==> src/rtl/ps2_pkg.sv <==
// Shared types and constants for the PS/2 host-side blocks: transmitter state
// encoding, common keyboard commands and device responses.
package ps2_pkg;

    typedef enum logic [2:0] {
        IDLE      = 3'd0,
        INHIBIT   = 3'd1,
        REQ       = 3'd2,
        SHIFT     = 3'd3,
        ACK       = 3'd4,
        WAIT_IDLE = 3'd5
    } state_t;

    localparam logic [7:0] CMD_SET_LED = 8'hED;
    localparam logic [7:0] CMD_ECHO    = 8'hEE;
    localparam logic [7:0] CMD_RESET   = 8'hFF;

    localparam logic [7:0] RSP_ACK     = 8'hFA;
    localparam logic [7:0] RSP_RESEND  = 8'hFE;

    localparam logic [1:0] MAX_RETRIES = 2'd2;

    // PS/2 frames carry odd parity over the eight data bits.
    function automatic logic odd_parity(input logic [7:0] b);
        return ~^b;
    endfunction

endpackage

==> src/rtl/ps2_line_sync.sv <==
// Synchroniser for one PS/2 line with single-cycle fall/rise strobes.
// Flops reset to 1 so an idle (pulled-up) line never produces a spurious edge.
module ps2_line_sync #(
    parameter int unsigned SYNC_STAGES = 2
) (
    input  logic clk,
    input  logic rst,
    input  logic din,
    output logic level,
    output logic fall,
    output logic rise
);

    logic [SYNC_STAGES-1:0] sync_q;
    logic                   prev_q;

    always_ff @(posedge clk) begin
        if (rst) begin
            sync_q <= '1;
            prev_q <= 1'b1;
        end else begin
            sync_q <= {sync_q[SYNC_STAGES-2:0], din};
            prev_q <= sync_q[SYNC_STAGES-1];
        end
    end

    assign level = sync_q[SYNC_STAGES-1];
    assign fall  = prev_q & ~level;
    assign rise  = ~prev_q & level;

endmodule

==> src/rtl/ps2_host_tx.sv <==
// PS/2 host-to-device byte transmitter driving open-drain pull-low enables.
// Define PS2_TX_RETRY_EN to resend the latched byte up to twice on NACK/timeout.
module ps2_host_tx
    import ps2_pkg::*;
#(
    parameter int unsigned INHIBIT_CYCLES = 10000,
    parameter int unsigned TIMEOUT_CYCLES = 2000000,
    parameter int unsigned SYNC_STAGES    = 2
) (
    input  logic       clk,
    input  logic       rst,
    input  logic [7:0] tx_data,
    input  logic       tx_valid,
    output logic       tx_ready,
    input  logic       ps2_clk_in,
    input  logic       ps2_data_in,
    output logic       ps2_clk_oe,
    output logic       ps2_data_oe,
    output logic       busy,
    output logic       done,
    output logic       err
);

    localparam int unsigned IW = $clog2(INHIBIT_CYCLES) + 1;
    localparam int unsigned TW = $clog2(TIMEOUT_CYCLES) + 1;
    localparam logic [IW-1:0] INH_LAST = IW'(INHIBIT_CYCLES - 1);
    localparam logic [TW-1:0] TMO_LAST = TW'(TIMEOUT_CYCLES - 1);

    state_t        state;
    logic [7:0]    data_q;
    logic [7:0]    shift_q;
    logic          par_q;
    logic [3:0]    n_q;
    logic [IW-1:0] inh_cnt;
    logic [TW-1:0] tmo_cnt;
    logic          clk_oe_q;
    logic          data_oe_q;
    logic          done_q;
    logic          err_q;

    logic clk_s, clk_fall, clk_rise;
    logic data_s, data_fall, data_rise;
    logic in_xfer, lines_idle, tmo_hit, nack, fail, can_retry, accept;
    logic unused_edges;

    ps2_line_sync #(.SYNC_STAGES(SYNC_STAGES)) u_clk_sync (
        .clk   (clk),
        .rst   (rst),
        .din   (ps2_clk_in),
        .level (clk_s),
        .fall  (clk_fall),
        .rise  (clk_rise)
    );

    ps2_line_sync #(.SYNC_STAGES(SYNC_STAGES)) u_data_sync (
        .clk   (clk),
        .rst   (rst),
        .din   (ps2_data_in),
        .level (data_s),
        .fall  (data_fall),
        .rise  (data_rise)
    );

    assign unused_edges = &{1'b0, clk_rise, data_fall, data_rise};

    assign accept     = (state == IDLE) && tx_valid;
    assign in_xfer    = (state == SHIFT) || (state == ACK) || (state == WAIT_IDLE);
    assign lines_idle = clk_s & data_s;
    // A device clock edge on the terminal count wins; so does a completed handshake.
    assign tmo_hit    = in_xfer && !clk_fall && (tmo_cnt == TMO_LAST) &&
                        !((state == WAIT_IDLE) && lines_idle);
    assign nack       = (state == ACK) && clk_fall && data_s;
    assign fail       = nack || tmo_hit;

`ifdef PS2_TX_RETRY_EN
    logic [1:0] retry_q;

    assign can_retry = (retry_q < MAX_RETRIES);

    always_ff @(posedge clk) begin
        if (rst || accept) begin
            retry_q <= '0;
        end else if (fail && can_retry) begin
            retry_q <= retry_q + 2'd1;
        end
    end
`else
    assign can_retry = 1'b0;
`endif

    always_ff @(posedge clk) begin
        if (rst) begin
            state     <= IDLE;
            data_q    <= '0;
            shift_q   <= '0;
            par_q     <= 1'b0;
            n_q       <= '0;
            inh_cnt   <= '0;
            tmo_cnt   <= '0;
            clk_oe_q  <= 1'b0;
            data_oe_q <= 1'b0;
            done_q    <= 1'b0;
            err_q     <= 1'b0;
        end else begin
            done_q <= 1'b0;
            err_q  <= 1'b0;
            if (fail) begin
                data_oe_q <= 1'b0;
                tmo_cnt   <= '0;
                if (can_retry) begin
                    state    <= INHIBIT;
                    clk_oe_q <= 1'b1;
                    inh_cnt  <= '0;
                    shift_q  <= data_q;
                end else begin
                    state    <= IDLE;
                    clk_oe_q <= 1'b0;
                    err_q    <= 1'b1;
                end
            end else begin
                case (state)
                    IDLE: begin
                        if (tx_valid) begin
                            data_q   <= tx_data;
                            shift_q  <= tx_data;
                            par_q    <= odd_parity(tx_data);
                            inh_cnt  <= '0;
                            clk_oe_q <= 1'b1;
                            state    <= INHIBIT;
                        end
                    end
                    INHIBIT: begin
                        if (inh_cnt == INH_LAST) begin
                            data_oe_q <= 1'b1;
                            state     <= REQ;
                        end else begin
                            inh_cnt <= inh_cnt + IW'(1);
                        end
                    end
                    REQ: begin
                        clk_oe_q <= 1'b0;
                        n_q      <= '0;
                        tmo_cnt  <= '0;
                        state    <= SHIFT;
                    end
                    SHIFT: begin
                        if (clk_fall) begin
                            tmo_cnt <= '0;
                            n_q     <= n_q + 4'd1;
                            if (n_q < 4'd8) begin
                                data_oe_q <= ~shift_q[0];
                                shift_q   <= {1'b0, shift_q[7:1]};
                            end else if (n_q == 4'd8) begin
                                data_oe_q <= ~par_q;
                            end else begin
                                data_oe_q <= 1'b0;
                                state     <= ACK;
                            end
                        end else begin
                            tmo_cnt <= tmo_cnt + TW'(1);
                        end
                    end
                    ACK: begin
                        if (clk_fall) begin
                            tmo_cnt <= '0;
                            n_q     <= n_q + 4'd1;
                            state   <= WAIT_IDLE;
                        end else begin
                            tmo_cnt <= tmo_cnt + TW'(1);
                        end
                    end
                    WAIT_IDLE: begin
                        if (lines_idle) begin
                            done_q <= 1'b1;
                            state  <= IDLE;
                        end else if (clk_fall) begin
                            tmo_cnt <= '0;
                        end else begin
                            tmo_cnt <= tmo_cnt + TW'(1);
                        end
                    end
                    default: state <= IDLE;
                endcase
            end
        end
    end

    assign tx_ready    = (state == IDLE);
    assign busy        = (state != IDLE);
    assign ps2_clk_oe  = clk_oe_q;
    assign ps2_data_oe = data_oe_q;
    assign done        = done_q;
    assign err         = err_q;

endmodule

==> config.mk <==
export PLATFORM = sky130hd
export DESIGN_NAME = ps2_host_tx
export DESIGN_NICKNAME = d
export VERILOG_FILES = /design/src/rtl/ps2_pkg.sv /design/src/rtl/ps2_line_sync.sv /design/src/rtl/ps2_host_tx.sv
export SDC_FILE = /design/constraint.sdc
export NUM_CORES = 1
export LEC_CHECK = 0
export BUFFER_PORTS_ARGS = -buffer_cell sky130_fd_sc_hd__clkbuf_2
export CAP_MARGIN = 20
export CORE_ASPECT_RATIO = 1.2
export CORE_MARGIN = 2
export CORE_UTILIZATION = 54
export DETAILED_ROUTE_END_ITERATION = 7
export PLACE_DENSITY_LB_ADDON = 0.25
export RECOVER_POWER = 25
export SYNTH_ARGS = -nofsm -noshare
export SYNTH_HDL_FRONTEND = slang
export SYNTH_HIERARCHICAL = 1
export SYNTH_SLANG_ARGS = --single-unit
==> constraint.sdc <==
create_clock -name clk -period 1.91 [get_ports clk]
set_input_delay 0.0955 -clock clk [delete_from_list [all_inputs] [get_ports clk]]
set_output_delay 0.0955 -clock clk [all_outputs]
set_load 0.005 [all_outputs]
==> impl_summary.log, run 1 <==
INFO  metric intPower = 2612 µW
INFO  metric cts_max_path_buffers = 2
INFO  metric cap_violations = 0
INFO  metric report.power.total = 3948 µW
INFO  metric final.setup.tns = 0 ps
INFO  metric worstRegToRegCells = 5
INFO  metric skew = 7.378 ps
INFO  metric drcViolationCount = 0
INFO  metric detailedRoute.firstIterationViolations = 111
INFO  metric routabilityCongestion = 0.8482
INFO  metric level_count_of_the_clock_h_tree = 3
INFO  metric total_routing_resource_utilization_after_global_routing = 0.2238
INFO  metric layout-drive-gt1-share = 0.2113
INFO  metric seq_power_share = 0.381
INFO  metric fin_crit_sh = 0.9923
INFO  metric outcome = complete, no violations
INFO  metric clkTransAtPathRegs = 60 ps
INFO  metric vdd_drop_max = 0.0007728 V
INFO  metric hold_slack = 47.42 ps
INFO  metric fp.dieW = 73.16 µm
INFO  metric r2r_slack = 10 ps
INFO  metric timing.final.crit_period = 1895 ps
INFO  metric synth.yosys.warnings = 6
INFO  metric cellPowerDensity = 1043 mW/mm²
INFO  metric drtPass1Iterations = 4
INFO  metric grt_first_pass_wirelength = 11210 µm
INFO  metric hold_path_depth = 3
INFO  metric critPathMaxFanout = 3
INFO  metric io_buffers = 18
INFO  metric die-area = 0.006364 mm²
INFO  metric layout.cell_area.non_filler = 0.003785 mm²
INFO  metric layout.cells.most_common_list = sky130_fd_sc_hd__nor2_1, sky130_fd_sc_hd__dfxtp_1, sky130_fd_sc_hd__buf_4
INFO  metric timing.slew.headroom = 0.7403
INFO  metric rsz_0062_raised_after_global_routing = yes
INFO  metric via_count = 2754
INFO  metric cts-root-buf = sky130_fd_sc_hd__clkbuf_8
INFO  metric power.combinational.fraction = 0.347
INFO  metric route.antenna.remaining_nets = 0
INFO  metric flow.area_growth_from_synthesis = 22.12%
INFO  metric die_y = 86.99 µm
INFO  metric grt_pass1_vias = 2522
INFO  metric antenna_cells_inserted = 0
INFO  metric slowest_stage = sky130_fd_sc_hd__or4_4
INFO  metric timing_hold_violations_final = 0
INFO  metric cts_buffers = 9
INFO  metric floorplan.initialDensity = 0.5541
INFO  metric postPlaceCellArea = 0.003512 mm²
INFO  metric power.net_switching = 1335 µW
INFO  metric path_class = reg -> reg
INFO  metric critPathRequiredTime = 2170 ps
INFO  metric cp_cell_sequence = or4_4 > o41ai_4 > o2111ai_2 > or2_1 > a211oi_2
INFO  metric rows = 30
INFO  metric antenna_found_initial = 0
INFO  metric worst_path_dominant_cell_family = simple AND/OR/NAND/NOR gates
INFO  metric wire_per_inst = 13.63 µm
INFO  metric postRouteWirelength = 6680 µm
INFO  metric min_path_type = in -> reg
INFO  metric design.final.nets = 438
INFO  metric worstSetupPathDepth = 5
INFO  metric synth_nets = 384
INFO  metric setup_viol = 0
INFO  metric cpPeakStageDelay = 570 ps
INFO  metric switching_fraction_of_total_power = 0.3383
INFO  metric avgSynthCellArea = 8.445 µm²
INFO  metric p_leak = 0.001483 µW
INFO  metric pin_count = 19
INFO  metric clk-insertion-delay-late = 340 ps
INFO  metric arrival = 2160 ps
INFO  metric sink_count_of_the_clock_tree = 62
INFO  metric grt_start_max_net_pins = 33
INFO  metric detail_route.vias_per_cell = 5.620
INFO  metric clock.fmax = 527.6 MHz
INFO  metric worst_setup_sp_type = register
INFO  metric pwr-share-clk = 0.272
INFO  metric hpwl = 4596 µm
INFO  metric crit_path_buffers_inverters = 0
INFO  metric cts_tree = done
INFO  metric num-fill-cells = 435
INFO  metric synthesis.area = 0.003099 mm²
INFO  metric number_of_instances_in_the_synthesized_netlist = 367
INFO  metric drv_slew = 0
INFO  metric core_region_area = 0.005593 mm²
INFO  metric tightest_slew = 389.6 ps
INFO  metric setup.worst_path.end_class = register
INFO  metric grt_remaining_overflow = 0
## power by group through the flow
stage | sequential, µW | clock, µW | combinational, µW
floorplan | 1520 | 0 | 848
global placement | 1530 | 0 | 1300
detailed placement | 1530 | 0 | 1320
CTS | 1500 | 1090 | 1350
global route | 1520 | 1160 | 1520
finish | 1510 | 1070 | 1370
## cell type report
type / instances / area (µm²) / share of cell area
clock inverters: 3 / 17.52 / 0.004628
inverters: 3 / 11.26 / 0.002975
well taps: 64 / 80.08 / 0.02116
flip-flops and latches: 62 / 1241 / 0.3279
multi-input cells: 283 / 1833 / 0.4843
clock buffers: 13 / 168.9 / 0.04463
repair buffers: 62 / 432.9 / 0.1144
## path summary, 6_finish.rpt
kind | start | to
max reg2reg | inh_cnt[14] | ps2_data_oe
max | inh_cnt[14] | ps2_data_oe
min | tx_data[7] | shift_q[7]
min reg2reg | u_data_sync/sync_q[0] | u_data_sync/sync_q[1]
## metal layers
metal,global-route usage,share of wire,vias up
met5,0,0,-
met1,0.2848,0.46,1261
met4,0.1145,0.017,0
li1,-,-,1428
met2,0.3538,0.49,55
met3,0.04745,0.033,10
## repair_timing
action	4_1_cts	5_1_grt
resized for setup	2	7
endpoints found under the setup margin	3	41
hold buffers	2	0
buffers inserted	0	1
endpoints found under the hold margin	2	0
pin swaps	0	4
## registers in the layout, summed over array words and instances (netlist names), 2 cells and up
register and flops:
tmo_cnt 22, inh_cnt 15, shift_q 8, n_q 4
state 3, u_clk_sync/sync_q 2, u_data_sync/sync_q 2
## worst min-delay path, delay by kind of cell
| family | cells | cell delay (ps) |
|---|---|---|
| AO/OA/AOI/OAI | 1 | 80 |
| buffers and inverters | 1 | 100 |
| AND/OR/NAND/NOR | 1 | 70 |
## metrics by stage
step,std cells,util,setup slack [ps]
after CTS,489,0.6691,-10.81
after floorplan,367,-,3.381
after global routing,490,0.6767,-22.66
final,490,0.6767,14.75
after global placement,471,0.6280,23.57
after detailed placement,471,0.6280,-23.75
Power figures use the tool's default switching activity.
==> run 2: changes to the inputs <==
Settings changed: RECOVER_POWER 25 to default, SLEW_MARGIN from default to 30.
==> run 2 against run 1 <==
Effect of this change: global-route usage unchanged; sequential power about the same; die area unchanged; clock power about the same; cell area up 0.13%; setup slack about the same; cell count unchanged; via count down 0.18%; power about the same; sequential share of layout area about the same; critical endpoint unchanged; largest cell class unchanged.
==> impl_summary.log, run 2 (synthesis gave the netlist of run 1 again) <==
INFO  metric outcome = complete, no violations
INFO  metric route.antenna.remaining_nets = 0 (unchanged)
INFO  metric detail_route.vias_per_cell = 5.610 (-0.18%)
INFO  metric via_count = 2749 (-0.18%)
INFO  metric reg_top3 = tmo_cnt x22, inh_cnt x15, shift_q x8
INFO  metric report.power.total = 3950 µW (about the same)
INFO  metric core_region_area = 0.005593 mm² (unchanged)
INFO  metric drtPass1Iterations = 5 (+1)
INFO  metric timing.final.crit_period = 1895 ps (-0.3679 ps)
INFO  metric hpwl = 4596 µm (unchanged)
INFO  metric place.detailed.instances = 471 (unchanged)
INFO  metric pwr-share-clk = 0.272 (about the same)
INFO  metric flow.area_growth_from_synthesis = 22.28%
INFO  metric timing_hold_violations_final = 0 (unchanged)
INFO  metric skew = 7.421 ps (+0.04304 ps)
INFO  metric seq_power_share = 0.381 (about the same)
INFO  metric drv_slew = 0 (unchanged)
INFO  metric antenna_found_initial = 0 (unchanged)
INFO  metric cts_max_path_buffers = 2 (unchanged)
INFO  metric cpPeakStageDelay = 570 ps (about the same)
INFO  metric min_to = shift_q[7]
INFO  metric p_leak = 0.001489 µW (+0.45%)
INFO  metric final.setup.tns = 0 ps (unchanged)
INFO  metric rows = 30 (unchanged)
INFO  metric grt_first_pass_wirelength = 11210 µm (unchanged)
INFO  metric postRouteWirelength = 6684 µm (about the same)
INFO  metric rsz_0062_raised_after_global_routing = yes
INFO  metric multi_input_area = 0.001833 mm² (unchanged)
INFO  metric design.final.nets = 438 (unchanged)
INFO  metric cts_buffers = 9 (unchanged)
INFO  metric intPower = 2613 µW (about the same)
INFO  metric antenna_cells_inserted = 0 (unchanged)
INFO  metric io_buffers = 18 (unchanged)
INFO  metric flip_flop_count_of_the_largest_register_all_copies_and_words_added = 22 (unchanged)
INFO  metric routabilityCongestion = 0.8482 (unchanged)
INFO  metric fin_crit_sh = 0.9921 (about the same)
INFO  metric drcViolationCount = 0 (unchanged)
INFO  metric hold_path.startpoint = tx_data[7]
INFO  metric worst_r2r_startpoint = inh_cnt[14]
INFO  metric grt_start_max_net_pins = 33 (unchanged)
INFO  metric cts_tree = done
INFO  metric critPathMaxFanout = 3 (unchanged)
INFO  metric grt_remaining_overflow = 0 (unchanged)
INFO  metric arrival = 2160 ps (about the same)
INFO  metric min_path_type = in -> reg
INFO  metric floorplan.initialDensity = 0.5541 (unchanged)
INFO  metric r2r_slack = 20 ps (about the same)
INFO  metric ff_latch_area = 0.001241 mm² (unchanged)
INFO  metric setup.worst_path.end_class = register
INFO  metric sink_count_of_the_clock_tree = 62 (unchanged)
INFO  metric num-fill-cells = 436 (+0.23%)
INFO  metric layout.cells.most_common_list = sky130_fd_sc_hd__nor2_1, sky130_fd_sc_hd__dfxtp_1, sky130_fd_sc_hd__buf_4
INFO  metric switching_fraction_of_total_power = 0.3384 (about the same)
INFO  metric vdd_drop_max = 0.0007722 V (about the same)
INFO  metric power.combinational.fraction = 0.347 (about the same)
INFO  metric fp.dieW = 73.16 µm (unchanged)
INFO  metric clock.fmax = 527.7 MHz (about the same)
INFO  metric clk-insertion-delay-late = 340 ps (about the same)
INFO  metric cts-root-buf = sky130_fd_sc_hd__clkbuf_8
INFO  metric cellPowerDensity = 1042 mW/mm² (about the same)
INFO  metric cap_violations = 0 (unchanged)
INFO  metric hold_path_depth = 3 (unchanged)
INFO  metric clkTransAtPathRegs = 60 ps (about the same)
INFO  metric grt_pass1_vias = 2522 (unchanged)
INFO  metric postPlaceCellArea = 0.003512 mm² (unchanged)
INFO  metric die_y = 86.99 µm (unchanged)
INFO  metric level_count_of_the_clock_h_tree = 3 (unchanged)
INFO  metric top_register = tmo_cnt
INFO  metric layout.cell_area.non_filler = 0.003790 mm² (+0.13%)
INFO  metric cp_cell_sequence = or4_4 > o41ai_4 > o2111ai_2 > or2_1 > a211oi_2
INFO  metric postLayoutCoreUtil = 0.6776 (+0.0008950)
INFO  metric critPathRequiredTime = 2170 ps (about the same)
INFO  metric die-area = 0.006364 mm² (unchanged)
INFO  metric power.net_switching = 1337 µW (+0.10%)
INFO  metric total_routing_resource_utilization_after_global_routing = 0.2238 (unchanged)
INFO  metric r2r_end = ps2_data_oe
INFO  metric worstRegToRegCells = 5 (unchanged)
INFO  metric pin_count = 19 (unchanged)
INFO  metric timing.slew.headroom = 0.7405 (about the same)
INFO  metric setup_viol = 0 (unchanged)
INFO  metric wire_per_inst = 13.64 µm (about the same)
INFO  metric instances_no_fill = 490 (unchanged)
INFO  metric layout-drive-gt1-share = 0.2160 (+0.004695)
INFO  metric slowest_stage = sky130_fd_sc_hd__or4_4
INFO  metric detailedRoute.firstIterationViolations = 112 (+0.90%)
INFO  metric worst_setup_sp_type = register
INFO  metric path_class = reg -> reg
INFO  metric tightest_slew = 389.2 ps (-0.3293 ps)
## run 2: changes by cell type in the layout (fill, tap and decap cells not counted)
cell,delta
sky130_fd_sc_hd__clkbuf_1,-2
sky130_fd_sc_hd__buf_4,+1
sky130_fd_sc_hd__clkbuf_2,+1
## run 2: through the flow
step / hold slack, ps / setup slack (ps)
final: 46.28 / 15.12
after global routing: 65.83 / -22.66
after CTS: 36.06 / -10.81
after detailed placement: 283.3 / -23.75
after global placement: 275.9 / 23.57
after floorplan: 192.6 / 3.381
## run 2: worst max path at each step
stage | start | endpoint
after floorplan | inh_cnt[0] | inh_cnt[1]
after global placement | inh_cnt[14] | ps2_data_oe
after detailed placement | inh_cnt[14] | ps2_data_oe
after CTS | inh_cnt[14] | inh_cnt[11]
after global routing | inh_cnt[14] | ps2_data_oe
final | inh_cnt[14] | ps2_data_oe
## run 2: routing by layer
layer / track usage / part of all wire / up-vias
li1: - / - / 1426
met1: 0.2848 / 0.46 / 1263
met2: 0.3538 / 0.49 / 50
met3: 0.04745 / 0.033 / 10
met4: 0.1145 / 0.016 / 0
met5: 0 / 0 / -
## run 2: layout make-up
type                    count  share of cell area
clock buffers              13             0.04457
inverters                   3            0.002971
flip-flops and latches     62              0.3275
well taps                  64             0.02113
multi-input cells         283              0.4837
repair buffers             62              0.1155
clock inverters             3            0.004622
## run 2: timing repair
item | in CTS | in global routing
buffers inserted | 0 | 1
pin swaps | 0 | 4
endpoints found under the setup margin | 3 | 41
resized for setup | 2 | 7
hold buffers | 2 | 0
endpoints found under the hold margin | 2 | 0
## run 2: worst max-delay path: cells and delay by family, from the launching register on
family          cells  cell delay, ps
simple gates        2             840
flops               1             310
compound gates      3             670
## run 2: power groups by stage
stage               combinational, µW  sequential (µW)  clock (µW)
global placement                 1300             1530           0
floorplan                         848             1520           0
detailed placement               1320             1530           0
finish                           1370             1500        1070
CTS                              1350             1500        1090
global route                     1520             1520        1160
==> run 3: changes to the inputs <==
--- a/config.mk
+++ b/config.mk
@@ -11,3 +11,4 @@
 export CORE_MARGIN = 2
-export CORE_UTILIZATION = 54
+export CORE_UTILIZATION = 57
+export CTS_BUF_LIST = sky130_fd_sc_hd__clkbuf_8
 export DETAILED_ROUTE_END_ITERATION = 7
==> constraint.sdc (replaced) <==
create_clock -name clk -period 1.6 [get_ports clk]
set_input_delay 0 -clock clk [delete_from_list [all_inputs] [get_ports clk]]
set_output_delay 0 -clock clk [all_outputs]
set_load 0.005 [all_outputs]
==> run 3 against run 2 <==
Effect of this change: the flow now finishes with violations (setup timing); largest cell class unchanged; routed wire length up 60%; largest power group is now combinational logic; clock skew up 12 ps; sequential power up 24%; sequential cell count unchanged; critical path depth up 2; power up 43%; cell area up 20%; clock power up 21%.
==> impl_summary.log, run 3 (synthesis gave the netlist of run 1 again) <==
INFO  metric outcome = finished, violations left
INFO  metric failed_checks = setup timing
INFO  metric instances_no_fill = 537 (+9.6%)
INFO  metric cp_common_cell = sky130_fd_sc_hd__buf_4
INFO  metric grt_first_pass_wirelength = 14270 µm (+27%)
INFO  metric setup.worst_path.end_class = register
INFO  metric cts_tree = done
INFO  metric tightest_slew = 458.6 ps (+69.36 ps)
INFO  metric top_register = tmo_cnt
INFO  metric min_path_type = in -> reg
INFO  metric clock.fmax = 525.9 MHz (-0.34%)
INFO  metric worst_setup_sp_type = register
INFO  metric slowest_stage = sky130_fd_sc_hd__or4_4
INFO  metric core_region_area = 0.005261 mm² (-5.9%)
INFO  metric die_y = 84.78 µm (-2.5%)
INFO  metric grt_pass1_vias = 3155 (+25%)
INFO  metric clk-insertion-delay-late = 360 ps (+20 ps)
INFO  metric worst_r2r_startpoint = inh_cnt[4]
INFO  metric route.antenna.remaining_nets = 0 (unchanged)
INFO  metric cpPeakStageDelay = 530 ps (-40 ps)
INFO  metric io_buffers = 18 (unchanged)
INFO  metric via_count = 3385 (+23%)
INFO  metric rows = 29 (-3.3%)
INFO  metric cap_violations = 0 (unchanged)
INFO  metric cts-root-buf = sky130_fd_sc_hd__clkbuf_8
INFO  metric detail_route.vias_per_cell = 6.304 (+12%)
INFO  metric total_routing_resource_utilization_after_global_routing = 0.2991 (+0.07537)
INFO  metric layout-drive-gt1-share = 0.4358 (+0.2198)
INFO  metric pin_count = 19 (unchanged)
INFO  metric drv_slew = 0 (unchanged)
INFO  metric setup_ws = -301.3 ps (-316.5 ps)
INFO  metric final_common_cell = sky130_fd_sc_hd__buf_4
INFO  metric die-area = 0.006045 mm² (-5.0%)
INFO  metric timing_hold_violations_final = 0 (unchanged)
INFO  metric rsz_0062_raised_after_global_routing = yes
INFO  metric cp_cell_sequence = or4_4 > buf_4 > nor4_4 > a2111oi_4 > buf_4 > nand2b_4 > a21oi_2
INFO  metric postLayoutCoreUtil = 0.8633 (+0.1856)
INFO  metric path_class = reg -> reg
INFO  metric layout.cells.most_common_list = sky130_fd_sc_hd__buf_4, sky130_fd_sc_hd__dfxtp_1, sky130_fd_sc_hd__nor2_1
INFO  metric hold_path.startpoint = tx_data[2]
INFO  metric routabilityCongestion = 0.9204 (+8.5%)
INFO  metric setup_viol = 49 (+49)
INFO  metric grt_remaining_overflow = 0 (unchanged)
INFO  metric timing.slew.headroom = 0.6915 (-0.04906)
INFO  metric postRouteWirelength = 10690 µm (+60%)
INFO  metric drcViolationCount = 0 (unchanged)
INFO  metric arrival = 2180 ps (+20 ps)
INFO  metric clkTransAtPathRegs = 80 ps (+20 ps)
INFO  metric place.detailed.instances = 504 (+7.0%)
INFO  metric vdd_drop_max = 0.001098 V (+42%)
INFO  metric drtPass1Iterations = 5 (unchanged)
INFO  metric skew = 19.32 ps (+11.90 ps)
INFO  metric fin_crit_sh = 1.188 (+0.1963)
INFO  metric sink_count_of_the_clock_tree = 62 (unchanged)
INFO  metric cellPowerDensity = 1240 mW/mm² (+19%)
INFO  metric grt_start_max_net_pins = 33 (unchanged)
INFO  metric critPathMaxFanout = 5 (+2)
INFO  metric antenna_found_initial = 0 (unchanged)
INFO  metric flow.area_growth_from_synthesis = 46.55%
INFO  metric hpwl = 5479 µm (+19%)
INFO  metric antenna_cells_inserted = 0 (unchanged)
INFO  metric detailedRoute.firstIterationViolations = 259 (+130%)
INFO  metric crit_path_start = inh_cnt[4]
INFO  metric level_count_of_the_clock_h_tree = 3 (unchanged)
INFO  metric reg_top3 = tmo_cnt x22, inh_cnt x15, shift_q x8
INFO  metric p_leak = 0.001782 µW (+20%)
INFO  metric wire_per_inst = 19.90 µm (+46%)
INFO  metric cts_max_path_buffers = 2 (unchanged)
INFO  metric critPathRequiredTime = 1880 ps (-290 ps)
INFO  metric design.final.nets = 489 (+12%)
INFO  metric flip_flop_count_of_the_largest_register_all_copies_and_words_added = 22 (unchanged)
INFO  metric floorplan.initialDensity = 0.5891 (+0.03492)
INFO  metric fp.dieW = 71.31 µm (-2.5%)
INFO  metric cts_buffers = 9 (unchanged)
INFO  metric timing.final.crit_period = 1901 ps (+6.459 ps)
==> run 3: worst paths after layout <==
kind,to,slack [ps],depth (start not counted)
setup / recovery,inh_cnt[1],-300,7
hold / removal,shift_q[2],8,3
hold reg to reg,u_clk_sync/sync_q[1],410,1
setup reg to reg,inh_cnt[1],-300,7
==> run 3: repair_timing <==
item	CTS	global route
gates cloned	2	0
setup buffers	5	9
gates resized for setup	34	62
hold buffers	3	0
endpoints found under the hold margin	3	0
pin swaps	44	20
setup endpoints to repair	54	54
==> run 3: where the power goes <==
part / total (µW) / internal [µW] / leakage, µW / switching [µW]
clock: 1290 / 665 / 0.0000955 / 624
sequential: 1860 / 1720 / 0.000506 / 145
combinational: 2480 / 1150 / 0.00118 / 1340
total: 5630 / 3530 / 0.00178 / 2100
==> run 3: area by class of cell <==
cell class	instances	area [µm²]
multi-input combinational	283	2172
sequential	62	1255
timing repair buffer	113	852.1
fill	258	719.4
clock buffer	12	165.2
tap	62	77.57
inverter	3	11.26
clock inverter	2	8.758
==> run 3: metrics by stage <==
stage                     worst slack [ps]  TNS (ps)  area (µm²)  hold WS [ps]  power [µW]
after global placement              -461.8     -8619        3847         185.6        3511
after floorplan                     -211.3     -2478        3219         97.14        2964
after detailed placement            -537.2    -10730        3847         213.7        3578
final                               -301.3     -8809        4542         8.099        5631
after global routing                -330.6    -11330        4542         42.93        5804
after CTS                           -274.4     -4234        4234         4.317        5043
==> run 3: critical path, delay by kind of cell (launching register included) <==
family,cells,cell delay (ps)
flops,1,330
compound gates,2,270
buf+inv,2,350
simple gates,3,880
==> run 3: routing by layer <==
| metal | vias up | GRT usage | share of wire |
|---|---|---|---|
| li1 | 1533 | - | - |
| met1 | 1615 | 0.3246 | 0.37 |
| met2 | 191 | 0.5556 | 0.51 |
| met3 | 46 | 0.05642 | 0.064 |
| met4 | 0 | 0.1252 | 0.053 |
| met5 | - | 0 | 0 |
